--- config.mk ---
export PLATFORM = sky130hd
export DESIGN_NAME = uart_frame_write_ctrl_flat
export DESIGN_NICKNAME = d
export VERILOG_FILES = /design/src/rtl/uart_flash_pkg.sv /design/src/rtl/uart_frame_write_ctrl_if.sv /design/src/rtl/rx_gap_timer.sv /design/src/rtl/uart_frame_write_ctrl.sv /design/src/flat_wrapper.sv
export SDC_FILE = /design/constraint.sdc
export NUM_CORES = 1
export LEC_CHECK = 0
export CAP_MARGIN = 10
export CORE_MARGIN = 5
export CORE_UTILIZATION = 40
export CTS_CLUSTER_DIAMETER = 40
export DETAILED_ROUTE_END_ITERATION = 10
export GPL_TIMING_DRIVEN = 0
export SKIP_CTS_REPAIR_TIMING = 1
export SYNTH_ARGS = -nofsm -noshare
export SYNTH_HDL_FRONTEND = slang
export SYNTH_SLANG_ARGS = --single-unit
--- constraint.sdc ---
create_clock -name clk -period 3.5 [get_ports clk]
set_input_delay 0.7 -clock clk [delete_from_list [all_inputs] [get_ports clk]]
set_output_delay 0.7 -clock clk [all_outputs]
set_load 0.05 [all_outputs]
--- src/rtl/uart_flash_pkg.sv ---
// uart_flash_pkg: shared state encoding and byte constants for the UART-to-flash frame path
package uart_flash_pkg;
    localparam int BYTE_W = 8;
    localparam logic [BYTE_W-1:0] SOF_DEFAULT = 8'hA5;
    typedef enum logic [2:0] {S_IDLE, S_LEN, S_DATA, S_CHK, S_PROG, S_WAIT} state_t;
endpackage

--- src/rtl/uart_frame_write_ctrl_if.sv ---
// uart_frame_write_ctrl_if: UART byte input, RAM write port and flash handshake for the frame controller
interface uart_frame_write_ctrl_if #(parameter int ADDR_W = 8);
    import uart_flash_pkg::*;
    logic              rx_valid;
    logic [BYTE_W-1:0] rx_data;
    logic              ram_we;
    logic [ADDR_W-1:0] ram_addr;
    logic [BYTE_W-1:0] ram_wdata;
    logic              flash_start;
    logic [ADDR_W-1:0] flash_len;
    logic              flash_done;
    logic              busy;
    logic              frame_done;
    logic              frame_err;
    logic              overrun;
    modport master (
        input  rx_valid, rx_data, flash_done,
        output ram_we, ram_addr, ram_wdata, flash_start, flash_len, busy, frame_done, frame_err, overrun
    );
    modport slave (
        output rx_valid, rx_data, flash_done,
        input  ram_we, ram_addr, ram_wdata, flash_start, flash_len, busy, frame_done, frame_err, overrun
    );
endinterface

--- src/rtl/rx_gap_timer.sv ---
// rx_gap_timer: inter-byte gap counter that pulses expired when CYCLES-1 idle cycles have elapsed
module rx_gap_timer #(
    parameter int CYCLES = 50000
) (
    input  logic clk,
    input  logic rst,
    input  logic clear,
    input  logic run,
    output logic expired
);
    localparam int CW = $clog2(CYCLES + 1);
    logic [CW-1:0] cnt;
    assign expired = run && !clear && cnt == CW'(CYCLES - 1);
    always_ff @(posedge clk)
        cnt <= (rst || clear || !run) ? '0 : cnt + 1'b1;
endmodule

--- src/rtl/uart_frame_write_ctrl.sv ---
// uart_frame_write_ctrl: parses SOF/len/payload into RAM then requests one flash program; UART_FRAME_CHECKSUM_EN adds an XOR check byte
module uart_frame_write_ctrl
    import uart_flash_pkg::*;
#(
    parameter int                ADDR_W         = 8,
    parameter logic [BYTE_W-1:0] SOF_BYTE       = SOF_DEFAULT,
    parameter int                TIMEOUT_CYCLES = 50000
) (
    input logic                    clk,
    input logic                    rst,
    uart_frame_write_ctrl_if.master bus
);
    state_t            state;
    logic [ADDR_W-1:0] len;
    logic [ADDR_W-1:0] idx;
    logic              expired;
`ifdef UART_FRAME_CHECKSUM_EN
    logic [BYTE_W-1:0] xsum;
`endif

    // every accepted byte (and every state entry, which only happens on a byte) restarts the gap count
    rx_gap_timer #(.CYCLES(TIMEOUT_CYCLES)) u_timer (
        .clk(clk),
        .rst(rst),
        .clear(bus.rx_valid),
        .run(state == S_LEN || state == S_DATA || state == S_CHK),
        .expired(expired)
    );

    assign bus.busy = state != S_IDLE;

    always_ff @(posedge clk) begin
        if (rst) begin
            state           <= S_IDLE;
            len             <= '0;
            idx             <= '0;
            bus.ram_we      <= 1'b0;
            bus.ram_addr    <= '0;
            bus.ram_wdata   <= '0;
            bus.flash_start <= 1'b0;
            bus.flash_len   <= '0;
            bus.frame_done  <= 1'b0;
            bus.frame_err   <= 1'b0;
            bus.overrun     <= 1'b0;
`ifdef UART_FRAME_CHECKSUM_EN
            xsum            <= '0;
`endif
        end else begin
            bus.ram_we      <= 1'b0;
            bus.flash_start <= 1'b0;
            bus.frame_done  <= 1'b0;
            bus.frame_err   <= 1'b0;
            case (state)
                S_IDLE: if (bus.rx_valid && bus.rx_data == SOF_BYTE) state <= S_LEN;
                S_LEN: begin
                    if (expired) begin
                        bus.frame_err <= 1'b1;
                        state         <= S_IDLE;
                    end else if (bus.rx_valid) begin
                        len <= bus.rx_data[ADDR_W-1:0];
                        idx <= '0;
`ifdef UART_FRAME_CHECKSUM_EN
                        xsum <= '0;
`endif
                        bus.frame_err <= bus.rx_data[ADDR_W-1:0] == '0;
                        state         <= bus.rx_data[ADDR_W-1:0] == '0 ? S_IDLE : S_DATA;
                    end
                end
                S_DATA: begin
                    if (expired) begin
                        bus.frame_err <= 1'b1;
                        state         <= S_IDLE;
                    end else if (bus.rx_valid) begin
                        bus.ram_we    <= 1'b1;
                        bus.ram_addr  <= idx;
                        bus.ram_wdata <= bus.rx_data;
                        idx           <= idx + 1'b1;
`ifdef UART_FRAME_CHECKSUM_EN
                        xsum <= xsum ^ bus.rx_data;
                        if (idx + 1'b1 == len) state <= S_CHK;
`else
                        if (idx + 1'b1 == len) state <= S_PROG;
`endif
                    end
                end
`ifdef UART_FRAME_CHECKSUM_EN
                S_CHK: begin
                    if (expired) begin
                        bus.frame_err <= 1'b1;
                        state         <= S_IDLE;
                    end else if (bus.rx_valid) begin
                        bus.frame_err <= bus.rx_data != xsum;
                        state         <= bus.rx_data == xsum ? S_PROG : S_IDLE;
                    end
                end
`endif
                S_PROG: begin
                    bus.flash_start <= 1'b1;
                    bus.flash_len   <= len;
                    if (bus.rx_valid) bus.overrun <= 1'b1;
                    state <= S_WAIT;
                end
                S_WAIT: begin
                    if (bus.rx_valid) bus.overrun <= 1'b1;
                    if (bus.flash_done) begin
                        bus.frame_done <= 1'b1;
                        state          <= S_IDLE;
                    end
                end
                default: state <= S_IDLE;
            endcase
        end
    end
endmodule

--- src/flat_wrapper.sv ---
// flat-port wrapper written by rule: the top's interface ports become plain ports
module uart_frame_write_ctrl_flat import uart_flash_pkg::*;
#(
    parameter int                ADDR_W         = 8,
    parameter logic [BYTE_W-1:0] SOF_BYTE       = SOF_DEFAULT,
    parameter int                TIMEOUT_CYCLES = 50000
)
  (clk, rst, bus_rx_valid, bus_rx_data, bus_flash_done, bus_ram_we, bus_ram_addr, bus_ram_wdata, bus_flash_start, bus_flash_len, bus_busy, bus_frame_done, bus_frame_err, bus_overrun);
  uart_frame_write_ctrl_if #(.ADDR_W(ADDR_W)) bus_i ();
  input logic clk;
  input logic rst;
  input wire logic [$bits(bus_i.rx_valid)-1:0] bus_rx_valid;
  input wire logic [$bits(bus_i.rx_data)-1:0] bus_rx_data;
  input wire logic [$bits(bus_i.flash_done)-1:0] bus_flash_done;
  output wire logic [$bits(bus_i.ram_we)-1:0] bus_ram_we;
  output wire logic [$bits(bus_i.ram_addr)-1:0] bus_ram_addr;
  output wire logic [$bits(bus_i.ram_wdata)-1:0] bus_ram_wdata;
  output wire logic [$bits(bus_i.flash_start)-1:0] bus_flash_start;
  output wire logic [$bits(bus_i.flash_len)-1:0] bus_flash_len;
  output wire logic [$bits(bus_i.busy)-1:0] bus_busy;
  output wire logic [$bits(bus_i.frame_done)-1:0] bus_frame_done;
  output wire logic [$bits(bus_i.frame_err)-1:0] bus_frame_err;
  output wire logic [$bits(bus_i.overrun)-1:0] bus_overrun;
  assign bus_i.rx_valid = bus_rx_valid;
  assign bus_i.rx_data = bus_rx_data;
  assign bus_i.flash_done = bus_flash_done;
  assign bus_ram_we = bus_i.ram_we;
  assign bus_ram_addr = bus_i.ram_addr;
  assign bus_ram_wdata = bus_i.ram_wdata;
  assign bus_flash_start = bus_i.flash_start;
  assign bus_flash_len = bus_i.flash_len;
  assign bus_busy = bus_i.busy;
  assign bus_frame_done = bus_i.frame_done;
  assign bus_frame_err = bus_i.frame_err;
  assign bus_overrun = bus_i.overrun;
  uart_frame_write_ctrl #(.ADDR_W(ADDR_W), .SOF_BYTE(SOF_BYTE), .TIMEOUT_CYCLES(TIMEOUT_CYCLES)) u_core (.clk(clk), .rst(rst), .bus(bus_i));
endmodule
**Yosys cells after proc, flatten, opt, wreduce, memory -nomap -nowiden**

Cells that the tools add are included.

- Register bits after elaboration: 64
- Output and inout bits: 30
- Logic and storage cells: 76

- Add/subtract/negate cells: 2
- Equality and inequality tests: 17
- Mux-type cells: 21
- Bitwise operators: 3
- Reduce and logical (&&, ||, !) cells: 21

Operator list:

| cell | count |
|---|---|
| $mux 8 | 4 |
| $mux 3 | 7 |
| $add 16x1->16 const B | 1 |
| $eq 16x16->1 const B | 1 |
| $pmux 8 s2 | 1 |
| $pmux 3 s5 | 1 |
| $ne 2x2->1 const B | 5 |
| $reduce_and 5->1 | 2 |
| $ne 3x2->1 const B | 3 |
| $add 8x1->8 const B | 1 |
| $eq 8x8->1 | 1 |
| $eq 8x8->1 const B | 1 |
| $logic_not 8->1 | 1 |
| $eq 3x2->1 const B | 2 |
| $eq 3x3->1 const B | 2 |
| $mux 1 | 6 |
| $reduce_and 3->1 | 2 |
| $logic_or 1x1->1 | 4 |
| $reduce_or 2->1 | 2 |
| $eq 3x1->1 const B | 1 |
| $logic_and 1x1->1 | 3 |
| $logic_not 3->1 | 1 |
| $not 1->1 | 3 |
| $reduce_bool 3->1 | 1 |
| 7 further kinds | 8 |

**Longest topological paths before layout**

- Depth after elaboration: 7
- Gate-level depth with buffers: 9

**Cells and area by module**

From an unflattened synthesis, not the netlist that was laid out.

- Cells, all modules: 341
- Area total of the unflattened synthesis: 2941.6 um^2

By module, submodules not included:

| module | instances | cells each | area an instance (um^2) |
|---|---|---|---|
| uart_frame_write_ctrl | 1 | 255 | 2158.3 |
| rx_gap_timer | 1 | 86 | 783.3 |

**Worst setup path before layout**

OpenSTA, ideal clock, no wires.

- Kind: register to register
- From: register u_core.u_timer.cnt[5]
- To: register u_core.state[0]
- Data arrival time: 2.277 ns
- Setup slack: 1.131 ns
- Cell stages (with the launch flop): 8
- Buffers on the path: 0
- Clock period less this slack: 2.369 ns
- Path through: dfxtp_1 > or4b_1 > or4_1 > or2_4 > nand2_2 > a21oi_2 > or3_4 > o32ai_1

- Word-level cells in the longest chain between the ends: 4
- Elaborated cells between the ends (all ways): 9
- Those cells by class: eq/ne (4); mux (3); reduce/logical (2)

RTL lines:

| item | line | text |
|---|---|---|
| from (decl) | rx_gap_timer.sv:12 | `logic [CW-1:0] cnt;` |
| from (signal assigned) | rx_gap_timer.sv:15 | `cnt <= (rst \|\| clear \|\| !run) ? '0 : cnt + 1'b1;` |
| $eq 16x16->1 * | rx_gap_timer.sv:13 | `assign expired = run && !clear && cnt == CW'(CYCLES - 1);` |
| $logic_and 1x1->1 * | rx_gap_timer.sv:13 |  |
| $ne 3x2->1 (no source line), or another cell as far along | - |  |
| $reduce_and 5->1 (no source line) or $pmux 3 s5 (tied branches) | - |  |
| to (signal assigned) | uart_frame_write_ctrl.sv:66 | `state <= bus.rx_data[ADDR_W-1:0] == '0 ? S_IDLE : S_DATA;` |
| to (decl) | uart_frame_write_ctrl.sv:13 | `state_t state;` |

Every way passes the cells marked *; elsewhere a longest branch is shown, timed or not.
A chain may end at the register's enable or synchronous reset.

**Worst setup path in the final report**

- From: register u_core.state[1]
- To: output port bus_busy

- Word-level cells in the longest chain between the ends: 1

RTL lines:

| item | line | text |
|---|---|---|
| $reduce_bool 3->1 | uart_frame_write_ctrl.sv:30 | `assign bus.busy = state != S_IDLE;` |
| to (decl) | flat_wrapper.sv:20 | `output wire logic [$bits(bus_i.busy)-1:0] bus_busy;` |

No other way between the ends.

==> reports/summary.txt <==
outcome = finished clean
CP Data Arrival Time = 1.94 ns
Worst Skew = 0.01269 ns
syn avg cell area = 8.354 sq um
fraction of registers with async set/reset = 0%
nets@finish = 402
largest net degree at the start of global routing = 11
share of power burned in combinational logic = 2.3%
vias per cell = 4.965
synthesized net count = 351
Layout area overhead = 25.56%
post-synthesis sequential area ratio = 45.51%
cell breakdown of the critical path = bufbuf_16 > or3_1 > clkdlybuf4s50_1
Max-cap violations = 0
RD Place Congestion = 0.8765
placed cell count = 473
H-tree depth = 3
most common cell in the synthesized netlist = nand2_1
top post-synthesis cells by area = dfxtp_1 (46%), nand2_1 (8.8%), a21oi_1 (5.7%)
Synth cell types = 43
Main synth FF type = dfxtp_1
Sequential Power Share = 52.1%
Worst IR Drop VDD = 0.0002540 V
first-pass GRT wire length = 11070 um
drt initial violations = 92
Post-Route WL = 6500 um
Critical Path Source Type = register
die span in x = 93.89 um
First-pass DRT Iterations = 4
design area = 3535 sq um
Tcrit/Tclk final = 75.37%
Hold Path Class = reg -> reg
CP Capture Type = output pin
antenna diode instance count = 0
worst endpoint required time = 2.80 ns
Mapped Area = 2815 sq um
# DRC = 0
Cell Rows = 30
Layout fillers = 704
worst slew pin tran = 0.9961 ns
final setup violation count = 0
global route overflow = 0
RSZ-0062 raised after global routing = false
P_sw = 291.1 uW
DP Wirelength = 4764 um
CTS tree = done
Setup CP Type = reg -> out
Setup TNS Final = 0 ns
critical path's largest stage delay = 0.71 ns
count of state elements after synthesis = 64
CP max FO = 9
Cell Area, Placed = 3336 sq um
CTS Buffer Depth = 2
vias in the first global route = 2263
DIE HEIGHT = 93.89 um
PD cells = 395.6 nW/um^2
min cycle time layout = 2.638 ns
Net Sw Frac = 20.82%
PortBufs = 40
EDFF count, synth = 0
Slew headroom = 33.35%
vias = 2428
core region area = 6832 sq um
Mapped Cells = 337
Hold Violations, Final = 0
CTS root buf = clkbuf_8
clk sink count = 64
most frequent cells after synthesis = nand2_1 (66), dfxtp_1 (64), nor2_1 (40)
Final Util = 51.74%
fmax = 379.1 MHz
clock network fraction of total power = 45.7%
Leak Pwr = 1.179 nW
Initial Utilization = 41.21%
non-filler cells, final = 489
max-slew violation count = 0
Clk Latency, worst-skew pair = 0.34 ns
Final ANT Viol Nets = 0
initial antenna violation count = 0
total I/O pin count = 42
slowest stage cell, crit path = clkdlybuf4s50_1
share of layout cells above drive strength 1 = 6.616%
clock transition at the registers of the reported paths = 0.06 ns
die area = 8815 sq um
cell taking the most area after synthesis = dfxtp_1
CTS Buf Count = 9
wire length per cell = 13.29 um
P_int = 1.107 mW
Yosys top cell area share = 45.51%
yosys warns = 0
GRT Overall Usage = 16.17%
state kept, by name (all words and copies together) (netlist names):
name / cells
u_core.idx: 8
u_core.bus.frame_err: 1
u_core.u_timer.cnt: 16
u_core.bus.ram_wdata: 8
u_core.bus.overrun: 1
u_core.bus.frame_done: 1
u_core.bus.ram_addr: 8
u_core.bus.flash_start: 1
u_core.state: 3
u_core.bus.ram_we: 1
u_core.len: 8
u_core.bus.flash_len: 8
final timing paths:
check	start	end	slack [ns]	depth (start not counted)
worst min register to register	u_core.bus.ram_addr[1]	u_core.bus.ram_addr[1]	0.45	2
worst min-delay path	u_core.bus.ram_addr[1]	u_core.bus.ram_addr[1]	0.45	2
worst max register to register	u_core.u_timer.cnt[11]	u_core.idx[3]	0.94	8
worst max-delay path	u_core.state[1]	bus_busy	0.86	3
cell usage in the layout, fill, tap and decap left out, types with 4 or more instances in the layout:
master	instances
clkbuf_8	12
nand2b_1	4
nand2_1	66
a21oi_1	32
a211oi_1	5
dfxtp_1	64
nor2_1	40
and3_1	5
mux2i_1	9
clkbuf_1	15
clkdlybuf4s50_1	40
xnor2_1	11
xor2_1	14
nor3_1	7
nand3_1	14
o21ai_0	4
inv_1	4
nand4_1	4
routing by layer:
layer	vias to the layer above	part of all wire [%]	track usage, %	routed length, um
li1	1245	-	-	-
met1	1127	50	21.85	3244
met2	47	44	24.01	2860
met3	9	4.2	4.407	276
met4	0	1.8	6.980	118
met5	-	0	0	0
power by group through the flow:
stage | sequential, mW | clock [mW] | combinational (mW)
2_1_floorplan | 0.745 | 0 | 0.0114
5_1_grt | 0.728 | 0.684 | 0.0344
3_5_place_dp | 0.745 | 0 | 0.0318
6_report | 0.728 | 0.639 | 0.0316
4_1_cts | 0.728 | 0.657 | 0.0320
3_3_place_gp | 0.745 | 0 | 0.0316
final cells by class:
type | instances | area [sq um] | share of cell area (%)
Buffer | 17 | 105.1 | 2.973
Tap cell | 96 | 120.1 | 3.398
Clock inverter | 3 | 40.04 | 1.133
Clock buffer | 13 | 158.9 | 4.496
Inverter | 4 | 15.01 | 0.4248
Multi-Input combinational cell | 252 | 1414 | 40.00
Timing Repair Buffer | 40 | 400.4 | 11.33
Sequential cell | 64 | 1281 | 36.25
per-stage QoR:
stage	hold WS, ns	power (mW)	setup WS [ns]
2_1_floorplan	0.4492	0.7561	1.131
3_3_place_gp	0.4412	0.7763	0.7620
3_5_place_dp	0.4470	0.7765	0.7679
4_1_cts	0.4553	1.417	0.8317
5_1_grt	0.4727	1.447	0.7971
6_report	0.4529	1.398	0.8619
kinds of logic (layout without fill, tap and decap cells):
family                     after synthesis  after routing  synth area share, %
adders and majority gates                2              2               0.8887
xor gates and xnor gates                25             25                7.778
and+or+nand+nor                        166            166                27.82
AOI/OAI and AO/OA                       50             50                10.53
buffers and inverters                   21             77                4.266
DFF                                     64             64                45.51
muxes                                    9              9                3.200
critical path, delay by kind of cell, from the launching register on:
family	cells	cell delay (ns)
DFF	1	0.30
buffers and inverters	2	0.97
and+or+nand+nor	1	0.33
Note: power is estimated with default switching activity, not from simulation.
